## src/rtl/logic_gate_stream_if.sv

```systemverilog
// Valid/ready stream bundle for the logic gate unit.
// The master side is the upstream producer (and downstream acceptor); the slave side is the unit itself.
interface logic_gate_stream_if #(
  parameter int WIDTH = 8,
  parameter int CNT_W = 8
);
  logic             in_valid;
  logic             in_ready;
  logic [WIDTH-1:0] in_a;
  logic [WIDTH-1:0] in_b;
  logic [2:0]       in_op;
  logic             in_acc;
  logic             in_last;
  logic             out_valid;
  logic             out_ready;
  logic [WIDTH-1:0] out_y;
  logic [CNT_W-1:0] out_beats;

  modport master (
    output in_valid, in_a, in_b, in_op, in_acc, in_last, out_ready,
    input  in_ready, out_valid, out_y, out_beats
  );

  modport slave (
    input  in_valid, in_a, in_b, in_op, in_acc, in_last, out_ready,
    output in_ready, out_valid, out_y, out_beats
  );
endinterface

```

## src/rtl/logic_gate_stream.sv

```systemverilog
// Registered two-operand bitwise logic unit with single-beat and packet-accumulate modes.
// Results leave through a one-entry output register with valid/ready.
module logic_gate_stream #(
  parameter int WIDTH = 8,
  parameter int CNT_W = 8
) (
  input  logic                  clk,
  input  logic                  rst,
  logic_gate_stream_if.slave    bus
);

  typedef enum logic {IDLE, ACCUM} state_e;

  state_e           state_q, state_d;
  logic [2:0]       op_q, op_d;
  logic [WIDTH-1:0] acc_q, acc_d;
  logic [CNT_W-1:0] cnt_q, cnt_d;
  logic             out_valid_q, out_valid_d;
  logic [WIDTH-1:0] out_y_q, out_y_d;
  logic [CNT_W-1:0] out_beats_q, out_beats_d;

  logic             in_ready;
  logic             fire;
  logic [2:0]       op_eff;
  logic [WIDTH-1:0] gate_r;
  logic [WIDTH-1:0] comb_g;

  function automatic logic [WIDTH-1:0] gate_fn(input logic [2:0] op,
                                               input logic [WIDTH-1:0] a,
                                               input logic [WIDTH-1:0] b);
    logic [WIDTH-1:0] y;
    case (op)
      3'd0:    y = a & b;
      3'd1:    y = a | b;
      3'd2:    y = a ^ b;
      3'd3:    y = ~(a & b);
      3'd4:    y = ~(a | b);
      3'd5:    y = ~(a ^ b);
      3'd6:    y = a & ~b;
      default: y = a;
    endcase
    return y;
  endfunction

  // Reduction operator paired with each gate: AND-family, OR-family, XOR-family, or replace.
  function automatic logic [WIDTH-1:0] combine_fn(input logic [2:0] op,
                                                  input logic [WIDTH-1:0] acc,
                                                  input logic [WIDTH-1:0] r);
    logic [WIDTH-1:0] y;
    case (op)
      3'd0, 3'd3, 3'd6: y = acc & r;
      3'd1, 3'd4:       y = acc | r;
      3'd2, 3'd5:       y = acc ^ r;
      default:          y = r;
    endcase
    return y;
  endfunction

  function automatic logic [CNT_W-1:0] sat_inc(input logic [CNT_W-1:0] c);
    return (&c) ? c : c + CNT_W'(1);
  endfunction

  assign in_ready = !rst && (!out_valid_q || bus.out_ready);
  assign fire     = bus.in_valid && in_ready;
  assign op_eff   = (state_q == ACCUM) ? op_q : bus.in_op;
  assign gate_r   = gate_fn(op_eff, bus.in_a, bus.in_b);
  assign comb_g   = combine_fn(op_q, acc_q, gate_r);

  assign bus.in_ready  = in_ready;
  assign bus.out_valid = out_valid_q;
  assign bus.out_y     = out_y_q;
  assign bus.out_beats = out_beats_q;

  always_ff @(posedge clk) begin
    if (rst) state_q <= IDLE;
    else     state_q <= state_d;
  end

  always_comb begin
    state_d = state_q;
    case (state_q)
      IDLE:    if (fire && bus.in_acc && !bus.in_last) state_d = ACCUM;
      ACCUM:   if (fire && bus.in_last)                state_d = IDLE;
      default: state_d = IDLE;
    endcase
  end

  always_comb begin
    op_d        = op_q;
    acc_d       = acc_q;
    cnt_d       = cnt_q;
    out_y_d     = out_y_q;
    out_beats_d = out_beats_q;
    // A transferred result clears valid unless a new one replaces it below.
    out_valid_d = out_valid_q && !bus.out_ready;
    if (fire) begin
      case (state_q)
        IDLE: begin
          if (!bus.in_acc || bus.in_last) begin
            out_y_d     = gate_r;
            out_beats_d = CNT_W'(1);
            out_valid_d = 1'b1;
          end else begin
            op_d  = bus.in_op;
            acc_d = gate_r;
            cnt_d = CNT_W'(1);
          end
        end
        ACCUM: begin
          if (bus.in_last) begin
            out_y_d     = comb_g;
            out_beats_d = sat_inc(cnt_q);
            out_valid_d = 1'b1;
          end else begin
            acc_d = comb_g;
            cnt_d = sat_inc(cnt_q);
          end
        end
        default: ;
      endcase
    end
  end

  always_ff @(posedge clk) begin
    if (rst) begin
      op_q        <= '0;
      acc_q       <= '0;
      cnt_q       <= '0;
      out_valid_q <= 1'b0;
      out_y_q     <= '0;
      out_beats_q <= '0;
    end else begin
      op_q        <= op_d;
      acc_q       <= acc_d;
      cnt_q       <= cnt_d;
      out_valid_q <= out_valid_d;
      out_y_q     <= out_y_d;
      out_beats_q <= out_beats_d;
    end
  end

endmodule

```

## src/flat_wrapper.sv

```systemverilog
// flat-port wrapper written by rule: the top's interface ports become plain ports
module logic_gate_stream_flat 
#(
  parameter int WIDTH = 8,
  parameter int CNT_W = 8
)
  (clk, rst, bus_in_valid, bus_in_a, bus_in_b, bus_in_op, bus_in_acc, bus_in_last, bus_out_ready, bus_in_ready, bus_out_valid, bus_out_y, bus_out_beats);
  logic_gate_stream_if #(.WIDTH(WIDTH), .CNT_W(CNT_W)) bus_i ();
  input  logic clk;
  input  logic rst;
  input wire logic [$bits(bus_i.in_valid)-1:0] bus_in_valid;
  input wire logic [$bits(bus_i.in_a)-1:0] bus_in_a;
  input wire logic [$bits(bus_i.in_b)-1:0] bus_in_b;
  input wire logic [$bits(bus_i.in_op)-1:0] bus_in_op;
  input wire logic [$bits(bus_i.in_acc)-1:0] bus_in_acc;
  input wire logic [$bits(bus_i.in_last)-1:0] bus_in_last;
  input wire logic [$bits(bus_i.out_ready)-1:0] bus_out_ready;
  output wire logic [$bits(bus_i.in_ready)-1:0] bus_in_ready;
  output wire logic [$bits(bus_i.out_valid)-1:0] bus_out_valid;
  output wire logic [$bits(bus_i.out_y)-1:0] bus_out_y;
  output wire logic [$bits(bus_i.out_beats)-1:0] bus_out_beats;
  assign bus_i.in_valid = bus_in_valid;
  assign bus_i.in_a = bus_in_a;
  assign bus_i.in_b = bus_in_b;
  assign bus_i.in_op = bus_in_op;
  assign bus_i.in_acc = bus_in_acc;
  assign bus_i.in_last = bus_in_last;
  assign bus_i.out_ready = bus_out_ready;
  assign bus_in_ready = bus_i.in_ready;
  assign bus_out_valid = bus_i.out_valid;
  assign bus_out_y = bus_i.out_y;
  assign bus_out_beats = bus_i.out_beats;
  logic_gate_stream #(.WIDTH(WIDTH), .CNT_W(CNT_W)) u_core (.clk(clk), .rst(rst), .bus(bus_i));
endmodule
```

## config.mk

```make
export PLATFORM = sky130hd
export DESIGN_NAME = logic_gate_stream_flat
export DESIGN_NICKNAME = d
export VERILOG_FILES = /design/src/rtl/logic_gate_stream_if.sv /design/src/rtl/logic_gate_stream.sv /design/src/flat_wrapper.sv
export SDC_FILE = /design/constraint.sdc
export NUM_CORES = 1
export LEC_CHECK = 0
export ABC_AREA = 1
export BUFFER_PORTS_ARGS = -buffer_cell sky130_fd_sc_hd__buf_2
export CORE_MARGIN = 2
export CORE_UTILIZATION = 50
export DETAILED_ROUTE_END_ITERATION = 8
export HOLD_SLACK_MARGIN = 0.02
export PLACE_DENSITY = 0.71
export REMOVE_ABC_BUFFERS = 1
export SYNTH_ARGS = -nofsm -noshare
export SYNTH_HDL_FRONTEND = slang
export SYNTH_SLANG_ARGS = --single-unit
export TNS_END_PERCENT = 50
```

## constraint.sdc

```tcl
create_clock -name clk -period 2.3 [get_ports clk]
set_input_delay 0.575 -clock clk [delete_from_list [all_inputs] [get_ports clk]]
set_output_delay 0.575 -clock clk [all_outputs]
set_load 0.01 [all_outputs]
```

# Yosys cells after proc, flatten, opt, wreduce, memory -nomap -nowiden

Cells that the tools add are included.

Memories: 0
Bits in latches: 0
Flip-flop bits (word level): 37
Memory bits (read-only): 0
RAM bits: 0

Shift operators: 0
Multiplexer cells: 23
Reductions and logical operators: 22
Bitwise gates (word level): 13
$lt $le $gt $ge: 0
Add/sub/neg operators: 1
Div/mod/pow operators: 0
Equal/unequal tests: 16
$mul: 0

Operator list:

| kind                                           | count |
|---|---|
| 2-to-1 mux 8 bit                               | 9 |
| case mux 8 bit (2 select lines)                | 4 |
| case mux 8 bit (7 select lines)                | 1 |
| NOT 8 bit                                      | 4 |
| AND 8 bit                                      | 3 |
| case mux 8 bit (3 select lines)                | 1 |
| == test 3 bit (second input constant)          | 6 |
| OR 8 bit                                       | 2 |
| XOR 8 bit                                      | 2 |
| == test 3 x 2 -> 1 bit (second input constant) | 4 |
| AND reduction 3 bit                            | 3 |
| adder 8 x 1 -> 8 bit (second input constant)   | 1 |
| AND reduction 8 bit                            | 1 |
| == test 3 x 1 -> 1 bit (second input constant) | 2 |
| logical AND 1 bit                              | 6 |
| logical NOT 3 bit                              | 2 |
| inequality test 2 bit (second input constant)  | 3 |
| logical NOT 1 bit                              | 5 |
| 2-to-1 mux 1 bit                               | 5 |
| case mux 1 bit (2 select lines)                | 2 |
| OR reduction 2 bit                             | 2 |
| 2-to-1 mux 3 bit                               | 1 |
| OR reduction 3 bit                             | 1 |
| logical OR 1 bit                               | 2 |
| other kinds (2)                                | 3 |

# Longest topological paths before layout

Gate-level depths: netlist of the first run.

Word-level depth: 8
Gate-level depth with buffers: 16

# Worst setup path before layout of the first run

OpenSTA, ideal clock, no wires.

Path kind: input to register
Start: input port bus_in_op[2]
End: register u_core.out_y_q[3], in the netlist u_core.bus.out_y[3]
Required time: 2.172 ns
Slack: 0.238 ns
Cell stages on the path: 12
Path buffers: 1
Setup time: 0.128 ns
Arrival: 1.933 ns
Path through: o21ai_4 buf_6 nand4_1 nand2_1 nor2_1 nand3_1 inv_1 ha_1 a21oi_1 nand3_1 nand2_1 a21oi_1

Longest elaborated chain between the ends: 7
Elaborated cells between the ends (all ways): 16

Ends and longest elaborated chain:

| element                               | line                     | text |
|---|---|---|
| start, declared                       | flat_wrapper.sv:14       | `input wire logic [$bits(bus_i.in_op)-1:0] bus_in_op;` |
| 2-to-1 mux 3 bit (*)                  | logic_gate_stream.sv:65  | `assign op_eff = (state_q == ACCUM) ? op_q : bus.in_op;` |
| == test 3 bit (tied with other cells) | logic_gate_stream.sv:32  | `case (op)` |
| case mux 8 bit (7 select lines) (*)   | logic_gate_stream.sv:32  |  |
| XOR 8 bit (tied with other cells)     | logic_gate_stream.sv:53  | `3'd2, 3'd5: y = acc ^ r;` |
| case mux 8 bit (3 select lines)       | logic_gate_stream.sv:50  | `case (op)` |
| 2-to-1 mux 8 bit                      | logic_gate_stream.sv:110 | `if (bus.in_last) begin` |
| case mux 8 bit (2 select lines) (*)   | logic_gate_stream.sv:97  | `case (state_q)` |
| end signal, assigned                  | logic_gate_stream.sv:137 | `out_y_q <= out_y_d;` |
| end, declared                         | logic_gate_stream.sv:19  | `logic [WIDTH-1:0] out_y_q, out_y_d;` |

Every way passes the cells marked *; elsewhere a longest branch is shown, timed or not. The select of a mux whose other input is x is not followed.
A chain may end at the register's enable or synchronous reset.

# Worst setup path after layout of the first run

Start: register u_core.state_q
End: register u_core.acc_q[6]

Longest elaborated chain between the ends: 7
Elaborated cells between the ends (all ways): 20

Ends and longest elaborated chain:

| element                               | line                     | text |
|---|---|---|
| start, declared                       | logic_gate_stream.sv:14  | `state_e state_q, state_d;` |
| start signal, assigned                | logic_gate_stream.sv:76  | `else state_q <= state_d;` |
| 2-to-1 mux 3 bit                      | logic_gate_stream.sv:65  |  |
| == test 3 bit (tied with other cells) | logic_gate_stream.sv:32  |  |
| case mux 8 bit (7 select lines)       | logic_gate_stream.sv:32  |  |
| XOR 8 bit (tied with other cells)     | logic_gate_stream.sv:53  |  |
| case mux 8 bit (3 select lines)       | logic_gate_stream.sv:50  |  |
| 2-to-1 mux 8 bit                      | logic_gate_stream.sv:110 |  |
| case mux 8 bit (2 select lines)       | logic_gate_stream.sv:97  |  |
| end signal, assigned                  | logic_gate_stream.sv:127 | `acc_q <= '0;` |
| end signal, assigned                  | logic_gate_stream.sv:134 | `acc_q <= acc_d;` |
| end, declared                         | logic_gate_stream.sv:16  | `logic [WIDTH-1:0] acc_q, acc_d;` |

Parallel ways exist; a longest one is shown, timed or not. The select of a mux whose other input is x is not followed.

==> metrics.txt, run 1 <==
status=complete, no violations; Hold Path Depth=2; vias per std cell=between 5 and 6; fin crit share=92.6%; hold_buf cts=0; Hold Path Origin=rst; crit-path max FO=9; Yosys top cell area share=23.0%; Clock Sinks=37; number of diodes=0; first-pass GRT wire length=13000 um; Tightest Pin Transition=645 ps; leakage power=around 1.9 nW; ys async rst share=0%; filler cell count=about 620; Slew Limit Fails=0; share of layout cells above drive strength 1=16.2%; clk_lat worst skew=between 200 and 300 ps; ANT nets after route=0; grt ovf=0; Clk pwr share=around 27%; HPWL Detailed=around 5400 um; total chip power=between 1.5 and 2 mW; WS Path Type=register to register; Avg Inst Size Synth=around 6.7 um2; Post-synth EDFFs=0; CP max stage cell=dfxtp_2; largest net degree at the start of global routing=33; initial core utilization=51.3%; top-count cell post-synth=inv_1; Sum Neg Setup Slack=0 ps; required time of the critical path=roughly 2500 ps; clk root buf=clkbuf_8; Reg clk slew, reported paths=approximately 70 ps; WL per Instance=roughly 12 um; area of the multi-input gates=2060 um2; critical path data arrival time=between 2000 and 2500 ps; WHS Endpoint=u_core.state_q; Crit path largest cell delay=380 ps; crit start category=register; Int Pwr=around 1.1 mW; final hold violations=0; VDD IR-drop max=0.000415 V; Die Ht=between 80 and 90 um; Layout Skew=about 5.7 ps; fin area=roughly 3700 um2; r2r setup slk=about 170 ps; H-tree levels=2; area delta synth->final=14.5%; Max Cap Viol=0; R2R depth=16; hold crit path type=primary input to register; Seq cells post-synth=37; top post-synthesis cells by area=dfxtp_1, ha_1, inv_1; Seq/Total Area, Yosys=approximately 23%; post-synthesis cell area=3220 um2; Worst Path Buf+Inv=4; die area=7100 um2; Crit path max-delay family=simple AND/OR/NAND/NOR gates; Layout Nets=between 500 and 600; DRT iter0 DRCs=187; reg2reg start=u_core.state_q; synthesized instance count=between 400 and 500; RePlAce Congestion=slightly above 0.8; routed vias=3286; Reg-to-Reg End=u_core.acc_q[6]; CTS Buf Count=5; net switching power=0.557 mW; Period minus WS final=about 2100 ps; final setup vio count=0; die width=~84 um; DRC=0; GRT Total Usage=21.5%; vias in the first global route=between 3000 and 4000; Register Area=742 um2; post-synth top area cell=dfxtp_1; nature of the critical path endpoint=register; IO Port Bufs=42; register share of total power=a little over two fifths; Ports=43; combinational power share=about 31%; worst path cell trace=buf_6 > nand2_1 > nand2_4 > nor2_8 > buf_4 > nand3_1 > nand2_1 > nor2_2 > nand3_1 > inv_1 > ha_1 > inv_1 > a21oi_1 > nand3_1 > nand2_1 > a21oi_1; sw frac=between 30% and 40%; clk buf depth=2; Core Area=between 6000 and 7000 um2; CTS tree=built; Top FF cell, synth=dfxtp_1; First-pass DRT Iterations=5; number of distinct library cells after synthesis=28; row count=29; Hold Slack=479 ps; Power Density=~440 nW/um2; Placed Instance Area=3540 um2; Post-synth top cells=inv_1, nand2_1, a21oi_1, nand4_1, ha_1; Fmax=about 0.47 GHz; Slew HR=between 50% and 60%; Yosys warning count=0; initial antenna violation count=0; DRT Wirelength=7380 um
power groups by stage:
stage / combinational (mW) / clock, mW / sequential, mW
3_5_place_dp: 0.484 / 0 / 0.707
4_1_cts: 0.486 / 0.452 / 0.692
3_3_place_gp: 0.468 / 0 / 0.706
2_1_floorplan: 0.304 / 0 / 0.715
6_report: 0.496 / 0.438 / 0.693
5_1_grt: 0.573 / 0.476 / 0.697
what timing repair did:
action,4_1_cts,5_1_grt
buffers inserted,0,4
resized for setup,0,9
setup endpoints to repair,0,16
how the worst max path moves through the flow:
stage	from	to	slack, ps	cells past startpoint
floorplan	u_core.state_q	u_core.acc_q[3]	-160	14
global placement	bus_in_op[0]	u_core.bus.out_y[5]	40	15
detailed placement	bus_in_op[0]	u_core.acc_q[4]	2	13
CTS	u_core.op_q[2]	u_core.acc_q[3]	50	12
global route	u_core.state_q	u_core.bus.out_y[5]	-9	16
finish	u_core.state_q	u_core.acc_q[6]	170	16
worst reg2reg max path, cell delays in order (launching register included):
cell     delay, ps
dfxtp_2        380
buf_6          150
nand2_1        100
nand2_4        150
nor2_8          70
buf_4          140
nand3_1         60
nand2_1         60
nor2_2         130
nand3_1        110
inv_1           80
ha_1           140
inv_1           40
a21oi_1        120
nand3_1        100
nand2_1        110
a21oi_1         70
logic make-up (layout without fill, tap and decap cells):
kind of cell | count (synthesis) | after routing | share of synthesized area (%)
DFF | 37 | 37 | 23.0
and+or+nand+nor | 195 | 195 | 30.1
buffers and inverters | 105 | 148 | 13.8
adders and majority gates | 41 | 41 | 15.9
AOI/OAI and AO/OA | 102 | 103 | 17.2
metal layers:
layer | GRT usage, % | vias to the layer above | part of all wire, %
met5 | 0 | - | 0
met4 | 5.57 | 0 | 0.76
met3 | 3.34 | 6 | 5.2
met2 | 38.4 | 85 | 49
met1 | 26.9 | 1512 | 45
li1 | - | 1683 | -
layout make-up:
type                       instances  area share [%]
tap                               77            2.61
inverter                          83            8.59
timing repair buffer              57            10.6
clock buffer                       5            1.87
sequential                        37            20.1
multi-input combinational        339            55.8
clock inverter                     3           0.475
through the flow:
step | setup WS, ps | std cells | utilization [%]
final | 170 | 601 | 58.7
after global routing | -8.85 | 601 | 58.7
after CTS | 48.0 | 596 | 57.8
after detailed placement | 2.20 | 588 | 56.4
after global placement | 41.1 | 588 | 56.4
after floorplan | -157 | 458 | -
state kept, by name (all words and copies together) (netlist names):
name                  flops
u_core.acc_q              8
u_core.bus.out_beats      8
u_core.bus.out_valid      1
u_core.bus.out_y          8
u_core.cnt_q              8
u_core.op_q               3
u_core.state_q            1
cell usage in the layout (no fill, tap or decap), types with 2 or more instances in the layout:
cell type  instances
a21oi_1           50
buf_12             5
buf_2             42
buf_4              9
clkbuf_8           5
clkinv_2           2
dfxtp_1           36
ha_1              41
inv_1             81
nand2_1           76
nand2_2            4
nand2_4            6
nand3_1           29
nand4_1           48
nor2_1            26
nor3_1             2
o211ai_1           2
o21ai_0           40
o21ai_1            3
o21ai_4            2
(Power assumes the default switching activity.)
==> inputs of run 2 (changes only) <==
--- a/config.mk
+++ b/config.mk
@@ -7,11 +7,13 @@
 export LEC_CHECK = 0
 export ABC_AREA = 1
 export BUFFER_PORTS_ARGS = -buffer_cell sky130_fd_sc_hd__buf_2
+export CELL_PAD_IN_SITES_DETAIL_PLACEMENT = 1
+export CELL_PAD_IN_SITES_GLOBAL_PLACEMENT = 2
 export CORE_MARGIN = 2
-export CORE_UTILIZATION = 50
+export CORE_UTILIZATION = 32
 export DETAILED_ROUTE_END_ITERATION = 8
 export HOLD_SLACK_MARGIN = 0.02
-export PLACE_DENSITY = 0.71
+export PLACE_DENSITY_LB_ADDON = 0.1
 export REMOVE_ABC_BUFFERS = 1
 export SYNTH_ARGS = -nofsm -noshare
 export SYNTH_HDL_FRONTEND = slang
==> run 2 against run 1 <==
Against the previous run:
- maximum frequency shrank 0.76%
- largest power group unchanged
- clock skew shrank 3.3 ps
- global-route usage shrank 4.4 points
- register-to-register slack lost 20 ps
- die area grew 53%
- utilization shrank 18 points
==> metrics.txt, run 2 (synthesis gave the netlist of run 1 again) <==
WP depth=14 (was 16); die width=104 um (was 84.3 um); Worst Path Buf+Inv=4 (unchanged); fin crit share=93.3% (was 92.6%); die area=10900 um2 (was 7100 um2); row count=36 (was 29); Max Cap Viol=0 (unchanged); Reg-to-Reg End=u_core.acc_q[7] (was u_core.acc_q[6]); r2r setup slk=150 ps (was 170 ps); Fmax=0.466 GHz (was 0.470 GHz); commonest non-fill, non-tap cell in the layout=inv_1 (unchanged); Layout Nets=608 (was 589); CTS Buf Count=5 (unchanged); RePlAce Congestion=0.780 (was 0.816); DRT Wirelength=9280 um (was 7380 um); required time of the critical path=2470 ps (about the same); grt ovf=0 (unchanged); WS Path Type=register to register (unchanged); DRC=0 (unchanged); Reg clk slew, reported paths=70 ps (about the same); first-pass GRT wire length=15700 um (was 13000 um); status=complete, no violations (unchanged); hold crit path type=primary input to register (unchanged); Layout Skew=2.40 ps (was 5.68 ps); number of diodes=0 (unchanged); Slew Limit Fails=0 (unchanged); worst path cell trace=clkinvlp_4 > buf_4 > o21ai_4 > buf_12 > nand4_1 > nand2_1 > nor2_1 > nand3_1 > inv_1 > ha_1 > a21oi_1 > nand3_1 > nand2_1 > a21oi_1 (was buf_6 > nand2_1 > nand2_4 > nor2_8 > buf_4 > nand3_1 > nand2_1 > nor2_2 > nand3_1 > inv_1 > ha_1 > inv_1 > a21oi_1 > nand3_1 > nand2_1 > a21oi_1); Setup crit start=u_core.op_q[2] (was u_core.state_q); H-tree levels=2 (unchanged); setup repair after global routing missed its margin=true; CTS tree=built (unchanged); final core occ=40.5% (was 58.7%); Slew HR=61.5% (was 56.7%); ANT nets after route=0 (unchanged); Die Ht=104 um (was 84.3 um); final setup vio count=0 (unchanged); share of layout cells above drive strength 1=20.4% (was 16.2%); clk buf depth=2 (unchanged); initial core utilization=32.9% (was 51.3%); initial antenna violation count=0 (unchanged); IO Port Bufs=42 (unchanged); crit-path max FO=12 (was 9); Ports=43 (unchanged); Crit path max-delay family=buffers and inverters (was simple AND/OR/NAND/NOR gates); vias per std cell=5.02 (was 5.47); Clock Sinks=37 (unchanged); Placed Cells=661 (was 588); Power Density=444 nW/um2 (was 441 nW/um2); nature of the critical path endpoint=register (unchanged); WL per Instance=13.7 um (was 12.3 um); Period minus WS final=2150 ps (was 2130 ps); DRT iter0 DRCs=91 (was 187); hold_buf cts=0 (unchanged); final hold violations=0 (unchanged); routed vias=3392 (was 3286); vias in the first global route=3377 (was 3114); VDD IR-drop max=0.000226 V (was 0.000415 V); leakage power=2.00 nW (was 1.90 nW); filler cell count=1293 (was 624); reg2reg start=u_core.op_q[2] (was u_core.state_q); critical path data arrival time=2320 ps (was 2300 ps); non-filler cells, final=676 (was 601); R2R depth=14 (was 16); Critical path destination=u_core.acc_q[7] (was u_core.acc_q[6]); clk_lat worst skew=280 ps (was 290 ps); CP max stage cell=dfxtp_4 (was dfxtp_2); largest net degree at the start of global routing=33 (unchanged); area delta synth->final=23.0% (was 14.5%); HPWL Detailed=7030 um (was 5370 um); clk root buf=clkbuf_8 (unchanged); crit start category=register (unchanged); Crit path largest cell delay=370 ps (was 380 ps); most frequent cells in the layout=inv_1, nand2_1, a21oi_1 (unchanged); First-pass DRT Iterations=4 (was 5); Core Area=9770 um2 (was 6280 um2); Tightest Pin Transition=577 ps (was 645 ps); GRT Total Usage=17.1% (was 21.5%)
-- run 2: worst min-delay path by stage --
| stage | from | endpoint | cells past startpoint |
|---|---|---|---|
| 2_1_floorplan | u_core.bus.out_valid | u_core.bus.out_valid | 2 |
| 3_3_place_gp | u_core.bus.out_valid | u_core.bus.out_valid | 2 |
| 3_5_place_dp | u_core.bus.out_valid | u_core.bus.out_valid | 2 |
| 4_1_cts | rst | u_core.state_q | 2 |
| 5_1_grt | rst | u_core.state_q | 2 |
| 6_report | rst | u_core.state_q | 2 |
-- run 2: final cells by class --
type                            count  area [um2]  area share [%]
Clock buffer                        7        96.3            2.43
Clock inverter                      1        5.00           0.126
Timing Repair Buffer               74         528            13.3
Multi-Input combinational cell    341        2090            52.9
Sequential cell                    37         749            18.9
Tap cell                          133         166            4.20
Inverter                           83         320            8.09
-- run 2: per-stage QoR --
stage | area, um2 | worst slack (ps) | setup TNS, ps | power (mW) | hold WS [ps]
3_3_place_gp | 3710 | -31.5 | -176 | 1.24 | 468
6_report | 3960 | 154 | 0 | 1.76 | 481
3_5_place_dp | 3710 | -61.6 | -533 | 1.25 | 469
5_1_grt | 3960 | -28.4 | -79.9 | 1.90 | 475
4_1_cts | 3820 | 28.3 | 0 | 1.76 | 483
2_1_floorplan | 3090 | -157 | -1680 | 1.02 | 493
-- run 2: routing by layer --
metal / track usage [%] / vias up / share of wire [%]
li1: - / 1723 / -
met1: 21.9 / 1625 / 47
met2: 31.0 / 40 / 50
met3: 2.38 / 4 / 2.5
met4: 2.12 / 0 / 0.32
met5: 0 / - / 0
-- run 2: where the power goes --
part / switching [mW] / internal [mW] / total, mW
logic: 0.339 / 0.227 / 0.566
registers: 0.0209 / 0.672 / 0.692
clock network: 0.229 / 0.271 / 0.499
-- run 2: worst reg2reg max path, delay by kind of cell, from the launching register on --
kind | cells | cell delay, ps
and+or+nand+nor | 6 | 510
buffers and inverters | 4 | 540
DFF | 1 | 370
AOI/OAI and AO/OA | 3 | 330
adders and majority gates | 1 | 270
-- run 2: timing repair --
action / 4_1_cts / 5_1_grt
gates resized for setup: 0 / 21
endpoints found under the setup margin: 8 / 16
setup buffers: 0 / 4
pin swaps: 1 / 5
gates cloned: 1 / 2
==> inputs of run 3 (changes only) <==
--- a/config.mk
+++ b/config.mk
@@ -14,7 +14,6 @@
 export DETAILED_ROUTE_END_ITERATION = 8
 export HOLD_SLACK_MARGIN = 0.02
 export PLACE_DENSITY_LB_ADDON = 0.1
-export REMOVE_ABC_BUFFERS = 1
 export SYNTH_ARGS = -nofsm -noshare
 export SYNTH_HDL_FRONTEND = slang
 export SYNTH_SLANG_ARGS = --single-unit
==> run 3 against run 2 <==
Against the previous run:
- sequential cell count did not move
- sequential power barely moved
- clock power shrank 11%
- critical path type unchanged
- critical endpoint is now u_core.bus.out_y[0]
- largest power group unchanged
- highest routed layer unchanged
==> metrics.txt, run 3 (synthesis gave the netlist of run 1 again) <==
vias in the first global route=3390 (was 3377); Layout Skew=5.20 ps (was 2.40 ps); status=complete, no violations (unchanged); CTS tree=built (unchanged); sw frac=34.8% (was 33.5%); grt ovf=0 (unchanged); Register Area=746 um2 (was 749 um2); share of layout cells above drive strength 1=23.3% (was 20.4%); initial core utilization=32.9% (unchanged); combinational power share=35.3% (was 32.2%); hold crit path type=primary input to register (unchanged); crit start category=register (unchanged); HPWL Detailed=6940 um (was 7030 um); clk buf depth=2 (unchanged); vias per std cell=5.05 (was 5.02); RePlAce Congestion=0.781 (was 0.780); final hold violations=0 (unchanged); DRT Wirelength=9750 um (was 9280 um); Ports=43 (unchanged); GRT Total Usage=18.0% (was 17.1%); CTS Buf Count=5 (unchanged); Layout Nets=611 (was 608); r2r setup slk=140 ps (was 150 ps); routed vias=3431 (was 3392); die width=104 um (unchanged); Int Pwr=1.15 mW (was 1.17 mW); DRC=0 (unchanged); fin crit share=93.8% (was 93.3%); Slew HR=57.4% (was 61.5%); critical path data arrival time=2330 ps (was 2320 ps); Power Density=433 nW/um2 (was 444 nW/um2); number of diodes=0 (unchanged); ANT nets after route=0 (unchanged); crit-path max FO=14 (was 12); register share of total power=39.5% (was 39.4%); fin area=4060 um2 (was 3960 um2); Core Area=9770 um2 (unchanged); H-tree levels=2 (unchanged); Placed Instance Area=3710 um2 (about the same); Period minus WS final=2160 ps (was 2150 ps); First-pass DRT Iterations=4 (unchanged); filler cell count=1272 (was 1293); row count=36 (unchanged); Slew Limit Fails=0 (unchanged); clk root buf=clkbuf_8 (unchanged); Clock Sinks=37 (unchanged); Tightest Pin Transition=638 ps (was 577 ps); Clk pwr share=25.2% (was 28.4%); hold_buf cts=0 (unchanged); area delta synth->final=25.9% (was 23.0%); WS Path Type=register to register (unchanged); Fmax=0.463 GHz (was 0.466 GHz); first-pass GRT wire length=16200 um (was 15700 um); Max Cap Viol=0 (unchanged); WL per Instance=14.4 um (was 13.7 um); Die Ht=104 um (unchanged); nature of the critical path endpoint=register (unchanged); clk_lat worst skew=290 ps (was 280 ps); initial antenna violation count=0 (unchanged); final setup vio count=0 (unchanged); leakage power=2.04 nW (was 2.00 nW); DRT iter0 DRCs=102 (was 91); IO Port Bufs=42 (unchanged); Reg clk slew, reported paths=70 ps (about the same); Sum Neg Setup Slack=0 ps (unchanged); net switching power=0.611 mW (was 0.588 mW); required time of the critical path=2470 ps (about the same); area of the multi-input gates=2160 um2 (was 2090 um2); commonest non-fill, non-tap cell in the layout=inv_1 (unchanged); Syn Nets=~550; die area=10900 um2 (unchanged); VDD IR-drop max=0.000236 V (was 0.000226 V); most frequent cells in the layout=inv_1, nand2_1, nand4_1 (was inv_1, nand2_1, a21oi_1); largest net degree at the start of global routing=36 (was 33)
[run 3: cell types whose count changed in the layout (fill, tap and decap cells not counted), moves of 3 or more]
cell and change:
nor2_1 -7, buf_6 +3, ha_1 -3, nor2_2 +7, ha_4 +3, clkbuf_1 +3
nand3_1 -4, nand3_2 +4
[run 3: area by class of cell]
type	count	share of cell area [%]
sequential	37	18.4
multi-input combinational	339	53.3
clock buffer	8	1.97
tap	133	4.10
timing repair buffer	79	14.3
inverter	83	7.87
[run 3: metrics by stage]
| stage | hold slack (ps) | util, % | setup WS (ps) | power (mW) | instances |
|---|---|---|---|---|---|
| detailed placement | 479 | 37.9 | -140 | 1.26 | 660 |
| finish | 480 | 41.5 | 142 | 1.76 | 679 |
| global route | 485 | 41.5 | -9.67 | 1.90 | 679 |
| CTS | 475 | 39.0 | 2.96 | 1.71 | 671 |
| global placement | 469 | 37.9 | -136 | 1.24 | 660 |
| floorplan | 493 | - | 238 | 1.04 | 480 |
[run 3: path summary, 6_finish.rpt]
| kind | startpoint | end | depth (start not counted) |
|---|---|---|---|
| worst max-delay path | u_core.state_q | u_core.bus.out_y[0] | 15 |
| worst min-delay path | rst | u_core.state_q | 2 |
| worst min register to register | u_core.bus.out_valid | u_core.bus.out_valid | 2 |
| worst max register to register | u_core.state_q | u_core.bus.out_y[0] | 15 |
[run 3: what timing repair did]
action,4_1_cts,5_1_grt
cloned,1,1
pin swaps,2,19
setup endpoints to repair,16,16
resized for setup,2,39
buffers inserted,2,7
[run 3: power groups by stage]
stage	clock [mW]	combinational [mW]	sequential (mW)
final	0.443	0.620	0.694
after global routing	0.495	0.702	0.699
after CTS	0.457	0.561	0.695
after detailed placement	0	0.553	0.709
after global placement	0	0.537	0.708
after floorplan	0	0.328	0.713
[run 3: per-layer routing]
layer	vias to the layer above	share of wire [%]	GRT usage, %
met4	0	0.37	2.61
met1	1633	49	24.0
li1	1740	-	-
met5	-	0	0
met2	53	47	31.1
met3	5	3.4	2.82
[run 3: critical path, cell delays in order, from the launching register on]
cell and delay [ps]:
dfxtp_4 380, buf_4 150, nand2_2 80, o21ai_4 80, buf_12 130, clkbuf_16 160
nand4_1 70, nand2_1 60, nor2_1 160, nand3_2 140, buf_4 150, ha_1 170
nand2_1 70, nand3_1 70, nand2_1 100, a21oi_1 60
